### config.mk
export PLATFORM = sky130hd
export DESIGN_NAME = sync_fifo_param
export DESIGN_NICKNAME = d
export VERILOG_FILES = /design/src/rtl/sync_fifo_param.sv
export SDC_FILE = /design/constraint.sdc
export NUM_CORES = 1
export LEC_CHECK = 0
export ABC_AREA = 1
export CAP_MARGIN = 20
export CORE_ASPECT_RATIO = 0.8
export CORE_MARGIN = 2
export CORE_UTILIZATION = 56
export DETAILED_ROUTE_END_ITERATION = 6
export PLACE_DENSITY = 0.81
export SYNTH_ARGS = -nofsm -noshare
export SYNTH_HDL_FRONTEND = slang
export SYNTH_SLANG_ARGS = --single-unit
### constraint.sdc
create_clock -name clk -period 2.8 [get_ports clk]
set_clock_uncertainty 0.05 [all_clocks]
set_input_delay 0.42 -clock clk [delete_from_list [all_inputs] [get_ports clk]]
set_output_delay 0.42 -clock clk [all_outputs]
set_load 0.05 [all_outputs]
### src/rtl/sync_fifo_param.sv
// Parametrised single-clock FIFO with programmable almost-full/almost-empty
// thresholds, sticky overflow/underflow flags and a selectable FWFT read port.
module sync_fifo_param #(
   parameter int DATA_W    = 8,
   parameter int ADDR_W    = 6,
   parameter int AFULL_TH  = 56,
   parameter int AEMPTY_TH = 8,
   parameter int FWFT      = 0
) (
   input  logic              clk,
   input  logic              rst,
   input  logic              wr_en,
   input  logic [DATA_W-1:0] wr_data,
   input  logic              rd_en,
   output logic [DATA_W-1:0] rd_data,
   output logic              rd_valid,
   output logic              full,
   output logic              empty,
   output logic              almost_full,
   output logic              almost_empty,
   output logic [ADDR_W:0]   count,
   output logic              overflow,
   output logic              underflow,
   input  logic              clr_err
);

   localparam int             DEPTH    = 1 << ADDR_W;
   localparam logic [ADDR_W:0] C_ONE   = (ADDR_W+1)'(1);
   localparam logic [ADDR_W:0] C_AF_TH = (ADDR_W+1)'(AFULL_TH);
   localparam logic [ADDR_W:0] C_AE_TH = (ADDR_W+1)'(AEMPTY_TH);

   if (DATA_W < 1 || ADDR_W < 1 || AFULL_TH < 1 || AFULL_TH > DEPTH ||
       AEMPTY_TH < 0 || AEMPTY_TH >= DEPTH || AEMPTY_TH >= AFULL_TH) begin : g_param_err
      $error("sync_fifo_param: illegal threshold/size parameters");
   end

   logic [DATA_W-1:0] r_mem [DEPTH];
   logic [ADDR_W:0]   r_wr_ptr;
   logic [ADDR_W:0]   r_rd_ptr;
   logic              r_overflow;
   logic              r_underflow;

   logic              w_full;
   logic              w_empty;
   logic              w_wr_acc;
   logic              w_rd_acc;
   logic [ADDR_W:0]   w_count;

   // Status is decoded purely from the registered pointers; the MSB is the wrap bit.
   assign w_count  = r_wr_ptr - r_rd_ptr;
   assign w_full   = (r_wr_ptr[ADDR_W] != r_rd_ptr[ADDR_W]) &&
                     (r_wr_ptr[ADDR_W-1:0] == r_rd_ptr[ADDR_W-1:0]);
   assign w_empty  = (r_wr_ptr == r_rd_ptr);
   assign w_wr_acc = wr_en & ~w_full;
   assign w_rd_acc = rd_en & ~w_empty;

   assign full         = w_full;
   assign empty        = w_empty;
   assign count        = w_count;
   assign almost_full  = (w_count >= C_AF_TH);
   assign almost_empty = (w_count <= C_AE_TH);
   assign overflow     = r_overflow;
   assign underflow    = r_underflow;

   always_ff @(posedge clk) begin
      if (w_wr_acc) begin
         r_mem[r_wr_ptr[ADDR_W-1:0]] <= wr_data;
      end
   end

   always_ff @(posedge clk or posedge rst) begin
      if (rst) begin
         r_wr_ptr <= '0;
         r_rd_ptr <= '0;
      end else begin
         if (w_wr_acc) r_wr_ptr <= r_wr_ptr + C_ONE;
         if (w_rd_acc) r_rd_ptr <= r_rd_ptr + C_ONE;
      end
   end

   // A new error event in the same cycle as clr_err keeps the flag set.
   always_ff @(posedge clk or posedge rst) begin
      if (rst) begin
         r_overflow  <= 1'b0;
         r_underflow <= 1'b0;
      end else begin
         if (wr_en && w_full)   r_overflow <= 1'b1;
         else if (clr_err)      r_overflow <= 1'b0;
         if (rd_en && w_empty)  r_underflow <= 1'b1;
         else if (clr_err)      r_underflow <= 1'b0;
      end
   end

   if (FWFT != 0) begin : g_fwft
      // Head word is always on the output; a pop simply advances the read pointer.
      assign rd_data  = r_mem[r_rd_ptr[ADDR_W-1:0]];
      assign rd_valid = ~w_empty;
   end else begin : g_std
      logic [DATA_W-1:0] r_rd_data;
      logic              r_rd_valid;

      always_ff @(posedge clk or posedge rst) begin
         if (rst) begin
            r_rd_data  <= '0;
            r_rd_valid <= 1'b0;
         end else begin
            r_rd_valid <= w_rd_acc;
            if (w_rd_acc) r_rd_data <= r_mem[r_rd_ptr[ADDR_W-1:0]];
         end
      end

      assign rd_data  = r_rd_data;
      assign rd_valid = r_rd_valid;
   end

endmodule

# After elaboration in Yosys (flattened, before gate mapping)
# Memories as Yosys holds them, arrays and structs flattened. A register that Yosys moved wholly into a read port is not among the register bits.
# Cells that the tools add are included.
dict set report op_classes {
  order_cmp 2
  add_sub_neg 3
  bitwise_logic 4
  n_reduce_logical 5
  mux 5
  n_eq_ne 3
}
# operator n
set ops {}
lappend ops {{$add A7 B1 Y7 const B} 2}
lappend ops {{$eq A7 B7 Y1} 1}
lappend ops {{$ge A7 B6 Y1 const B} 1}
lappend ops {{$le A7 B4 Y1 const B} 1}
lappend ops {{$sub A7 B7 Y7} 1}
lappend ops {{$eq A6 B6 Y1} 1}
lappend ops {{$mux W1} 5}
lappend ops {{$reduce_bool A2 Y1} 2}
lappend ops {{$logic_and A1 B1 Y1} 3}
lappend ops {{$and A1 B1 Y1} 2}
lappend ops {{$not A1 Y1} 2}
lappend ops {{$ne A1 B1 Y1} 1}
dict set report totals {
  n_memories 1
  ff_bits 17
  out_inout_bits 22
  ram_bits 512
  wordCells 28
  input_bits 13
}
# name words word_bits rd rd_ports_with_merged_regs write_ports line_no
set memory_table {}
lappend memory_table {r_mem 64 8 1 1 1 37} ;# logic [DATA_W-1:0] r_mem [DEPTH];

# Longest topological paths before layout
dict set report logic_depth {
  depth_word 6
  depth_mapped 16
  ltp_nobuf 13
}

# Worst setup path before layout
# Ideal clock, no wire load.
dict set report synth_path {
  path_type {reg-to-output}
  start {register r_rd_ptr[2]}
  end {output port almost_full}
  path_buffers 2
  required_time_ns 2.330
  stages_incl_launch_ff 13
  t_arrival_ns 3.116
  path_slack_ns -0.786
  path_cell_list {dfrtp_1 -> buf_2 -> clkinv_1 -> buf_1 -> ha_1 -> nand2_1 -> nor2_1 -> or2_2 -> xor2_1 -> inv_1 -> nor2_1 -> nand2_1 -> nand2_1}
}
dict set report synth_between {
  elab_chain_cells 2
}
# item line_no
set synth_rtl {}
lappend synth_rtl {{start, declared} 39} ;# logic [ADDR_W:0] r_rd_ptr;
lappend synth_rtl {{start signal, assigned} 77} ;# if (w_rd_acc) r_rd_ptr <= r_rd_ptr + C_ONE;
lappend synth_rtl {{$sub A7 B7 Y7} 50} ;# assign w_count = r_wr_ptr - r_rd_ptr;
lappend synth_rtl {{via count[4]} 21} ;# output logic [ADDR_W:0] count,
lappend synth_rtl {{$ge A7 B6 Y1} 60} ;# assign almost_full = (w_count >= C_AF_TH);
lappend synth_rtl {{end, declared} 19} ;# output logic almost_full,
# The timed path passes the listed nets, and every way through them passes these cells.

# Worst setup path in the final report
dict set report layout_path {
  start {register r_rd_ptr[0]}
  end {output port almost_empty}
}
dict set report layout_between {
  elab_chain_cells 2
}
# item line_no
set layout_rtl {}
lappend layout_rtl {{$sub A7 B7 Y7} 50}
lappend layout_rtl {{$le A7 B4 Y1} 61} ;# assign almost_empty = (w_count <= C_AE_TH);
lappend layout_rtl {{end, declared} 20} ;# output logic almost_empty,
# No other way between the ends.

==> Flow_metrics.wiki <==
{| class="wikitable"
! Metric !! Value
|-
| Outcome || finished, violations left
|-
| Failing checks || DRC, setup timing
|-
| First-pass GRT wire length || 90000 um
|-
| Placement Setup Slack || 53.1 ps
|-
| Share of the yosys chip area belonging to registers || 68.9%
|-
| Startpoint type of the worst setup path || flop
|-
| Data arrival time of the critical path || 2520 ps
|-
| Number of distinct library cells after synthesis || 26
|-
| Boundary Pins || 35
|-
| Nature of the critical path endpoint || primary output
|-
| Terminating pin of the worst hold path || r_mem[63][1]
|-
| Share of the cycle needed by the critical path after routing || 107%
|-
| Source-to-sink clock delay at the later pin of the worst-skew pair || 590 ps
|-
| Relative max-transition margin || 39.6%
|-
| Height of the die || 186 um
|-
| Clock transition at the register clock pins on the worst setup and hold paths after CTS || 70 ps
|-
| Post-route design area || 0.0267 mm2
|-
| All-layer global routing usage || 27.6%
|-
| Register-to-register setup slack || 60 ps
|-
| Final setup violation count || 5
|-
| Seq cells post-synth || 537
|-
| Measured slew at the worst slew-check pin || 905 ps
|-
| PD cells || 1100 mW/mm2
|-
| Setup repair after global routing missed its margin || true
|-
| Slowest stage cell on the critical path || fa_2
|-
| Number of DRC markers after the initial detailed-route iteration || 2377
|-
| Library cell used as clock root buffer || clkbuf_16
|-
| Pin count of the biggest net entering global routing || 143
|-
| Clock sink count || 537
|-
| Initial cell density of the core || 57.0%
|-
| Antenna violations before repair || 0
|-
| Total wire length after detailed routing || 60800 um
|-
| Final count of pins violating max slew || 0
|-
| Horizontal die dimension || 232 um
|-
| Cell row count || 66
|-
| Time the final worst path needs with I/O delays and setup || 2990 ps
|-
| Setup slack after layout || -186 ps
|-
| Area grow syn2layout || 14.8%
|-
| Hold Violations, Final || 0
|-
| DIE AREA || 0.0431 mm2
|-
| Post-DP HPWL || 34600 um
|-
| Post-synthesis net count || 2287
|-
| Via Count || 16634
|-
| Max-cap violation count || 0
|-
| Clock tree from TritonCTS || yes
|-
| Mean instance size in the synthesized netlist || 10.3 um2
|-
| TritonRoute pass-1 iters || 7
|-
| Leading cell type in the layout, fill and taps excluded || nand2_1
|-
| Fraction of final layout cells sized beyond drive strength 1 || 11.0%
|-
| Global route overflow || 0
|-
| Path type of the worst setup path || reg2out
|-
| Clock buffers created by TritonCTS || 51
|-
| Vias/cell || 5.68
|-
| Diode count || 0
|-
| Residual DRC || 11
|-
| Cells after synthesis || 2265
|-
| Longest Clk Path Bufs || 3
|-
| R2R cell count || 10
|-
| Reg-to-Reg End || r_mem[18][1]
|-
| Via count of the first global-routing pass || 15882
|-
| Startpoint of the lowest-slack register-to-register path || r_rd_ptr[3]
|-
| Final GP Congestion || 0.943
|-
| Htree depth || 2
|-
| DRT antenna net count || 0
|-
| Largest fanout on the critical path || 2
|-
| Reported leakage power || 10.9 nW
|-
| Hold-critical path depth || 1
|-
| Path type of the worst min-delay path || in2reg
|-
| Commonest cells after routing, fill and taps aside || nand2_1 (745), edfxtp_1 (512), nand3_1 (255)
|-
| Worst voltage drop across the vdd grid || 0.000776 V
|-
| Critical path cell sequence || ha_4, fa_2, inv_2, o31ai_4, nand3_2, nor2_4, buf_12
|-
| Synthesized cell area || 0.0232 mm2
|-
| Placement-stage cell area || 0.0246 mm2
|-
| Core footprint || 0.0408 mm2
|-
| Average wire length per cell after detail routing || 20.8 um
|-
| Launch point of the worst hold path || wr_data[1]
|-
| Input/output buffers || 34
|-
| Critical path required time || 2330 ps
|-
| Number of synthesis warnings || 0
|-
| Final-stage net count || 2363
|-
| Upper clock frequency limit || 0.335 GHz
|-
| CP peak stage delay || 540 ps
|}
## cell families (layout without fill, tap and decap cells)
| kind of cell | Yosys count | after routing | synth area share [%] |
|---|---|---|---|
| buffers and inverters | 368 | 486 | 6.60 |
| xor gates and xnor gates | 16 | 16 | 0.603 |
| DFF | 537 | 537 | 68.9 |
| adders and majority gates | 9 | 9 | 0.517 |
| AOI/OAI and AO/OA | 68 | 68 | 1.49 |
| and+or+nand+nor | 1267 | 1267 | 21.9 |
## synth_stat cells (all sizes together)
master / number / area [um2]
nand2: 750 / 2820
edfxtp: 512 / 15400
inv: 259 / 972
nand3: 256 / 1280
nor2: 253 / 952
buf: 89 / 485
o21ai: 55 / 275
dfrtp: 25 / 626
clkbuf: 18 / 67.6
xor2: 13 / 114
a21oi: 11 / 55.1
ha: 8 / 100
nand4: 4 / 25.0
nor3: 3 / 15.0
xnor2: 3 / 26.3
clkinv: 2 / 7.51
a22oi: 1 / 7.51
fa: 1 / 20.0
o31ai: 1 / 7.51
or2: 1 / 6.26
## report_power, final
group          internal (mW)  switching, mW  total (mW)
clock                   3.98           3.01        6.99
combinational           4.19           8.66        12.9
sequential              9.21          0.252        9.46
## per-stage QoR
stage / instances / total power, mW / utilization (%) / hold slack, ps / TNS, ps
global route: 2927 / 30.5 / 65.4 / 111 / -1600
detailed placement: 2817 / 21.0 / 60.3 / 431 / 0
floorplan: 2265 / 17.2 / - / 397 / 0
global placement: 2817 / 20.9 / 60.3 / 427 / 0
finish: 2927 / 29.3 / 65.4 / 106 / -530
CTS: 2916 / 28.4 / 64.7 / 93.4 / -690
## critical path: cells and delay by family, from the launching register on
kind | cells | cell delay, ps
simple gates | 2 | 260
fa+ha+maj | 2 | 710
buf+inv | 2 | 210
compound gates | 1 | 270
flops | 1 | 490
## state kept, by name, indices dropped and copies added (netlist names)
name / flops
overflow: 1
r_mem: 512
r_rd_ptr: 7
r_wr_ptr: 7
rd_data: 8
rd_valid: 1
underflow: 1
## worst max-delay path by stage
stage	to	cells after the start	from	slack, ps
3_5_place_dp	r_mem[58][3]	10	r_wr_ptr[0]	50
2_1_floorplan	almost_empty	12	r_rd_ptr[1]	10
6_report	almost_empty	7	r_rd_ptr[0]	-190
5_1_grt	almost_full	10	r_rd_ptr[0]	-270
4_1_cts	almost_full	10	r_rd_ptr[0]	-230
3_3_place_gp	almost_full	11	r_wr_ptr[0]	140
## layer usage
layer  routed length [um]  track usage (%)  share of wire (%)  vias to the layer above
li1                     -                -                  -                     7505
met1                23000             37.9                 38                     7834
met2                28300             44.3                 47                     1116
met3                 7040             4.65                 12                      179
met4                 2430             11.2                4.0                        0
met5                    0                0                  0                        -
## area by class of cell
| cell class | count | area [um2] |
|---|---|---|
| inverter | 261 | 991 |
| clock inverter | 33 | 307 |
| clock buffer | 62 | 1380 |
| timing repair buffer | 130 | 1340 |
| tap | 544 | 681 |
| sequential | 537 | 16000 |
| multi-input combinational | 1360 | 5970 |
| fill | 2993 | 14100 |
## timing repair
item	CTS	global route
setup endpoints to repair	6	220
hold buffers	0	0
pin swaps	8	15
gates cloned	0	3
buffers inserted	4	8
resized for setup	19	47
Power figures use the tool's default switching activity.
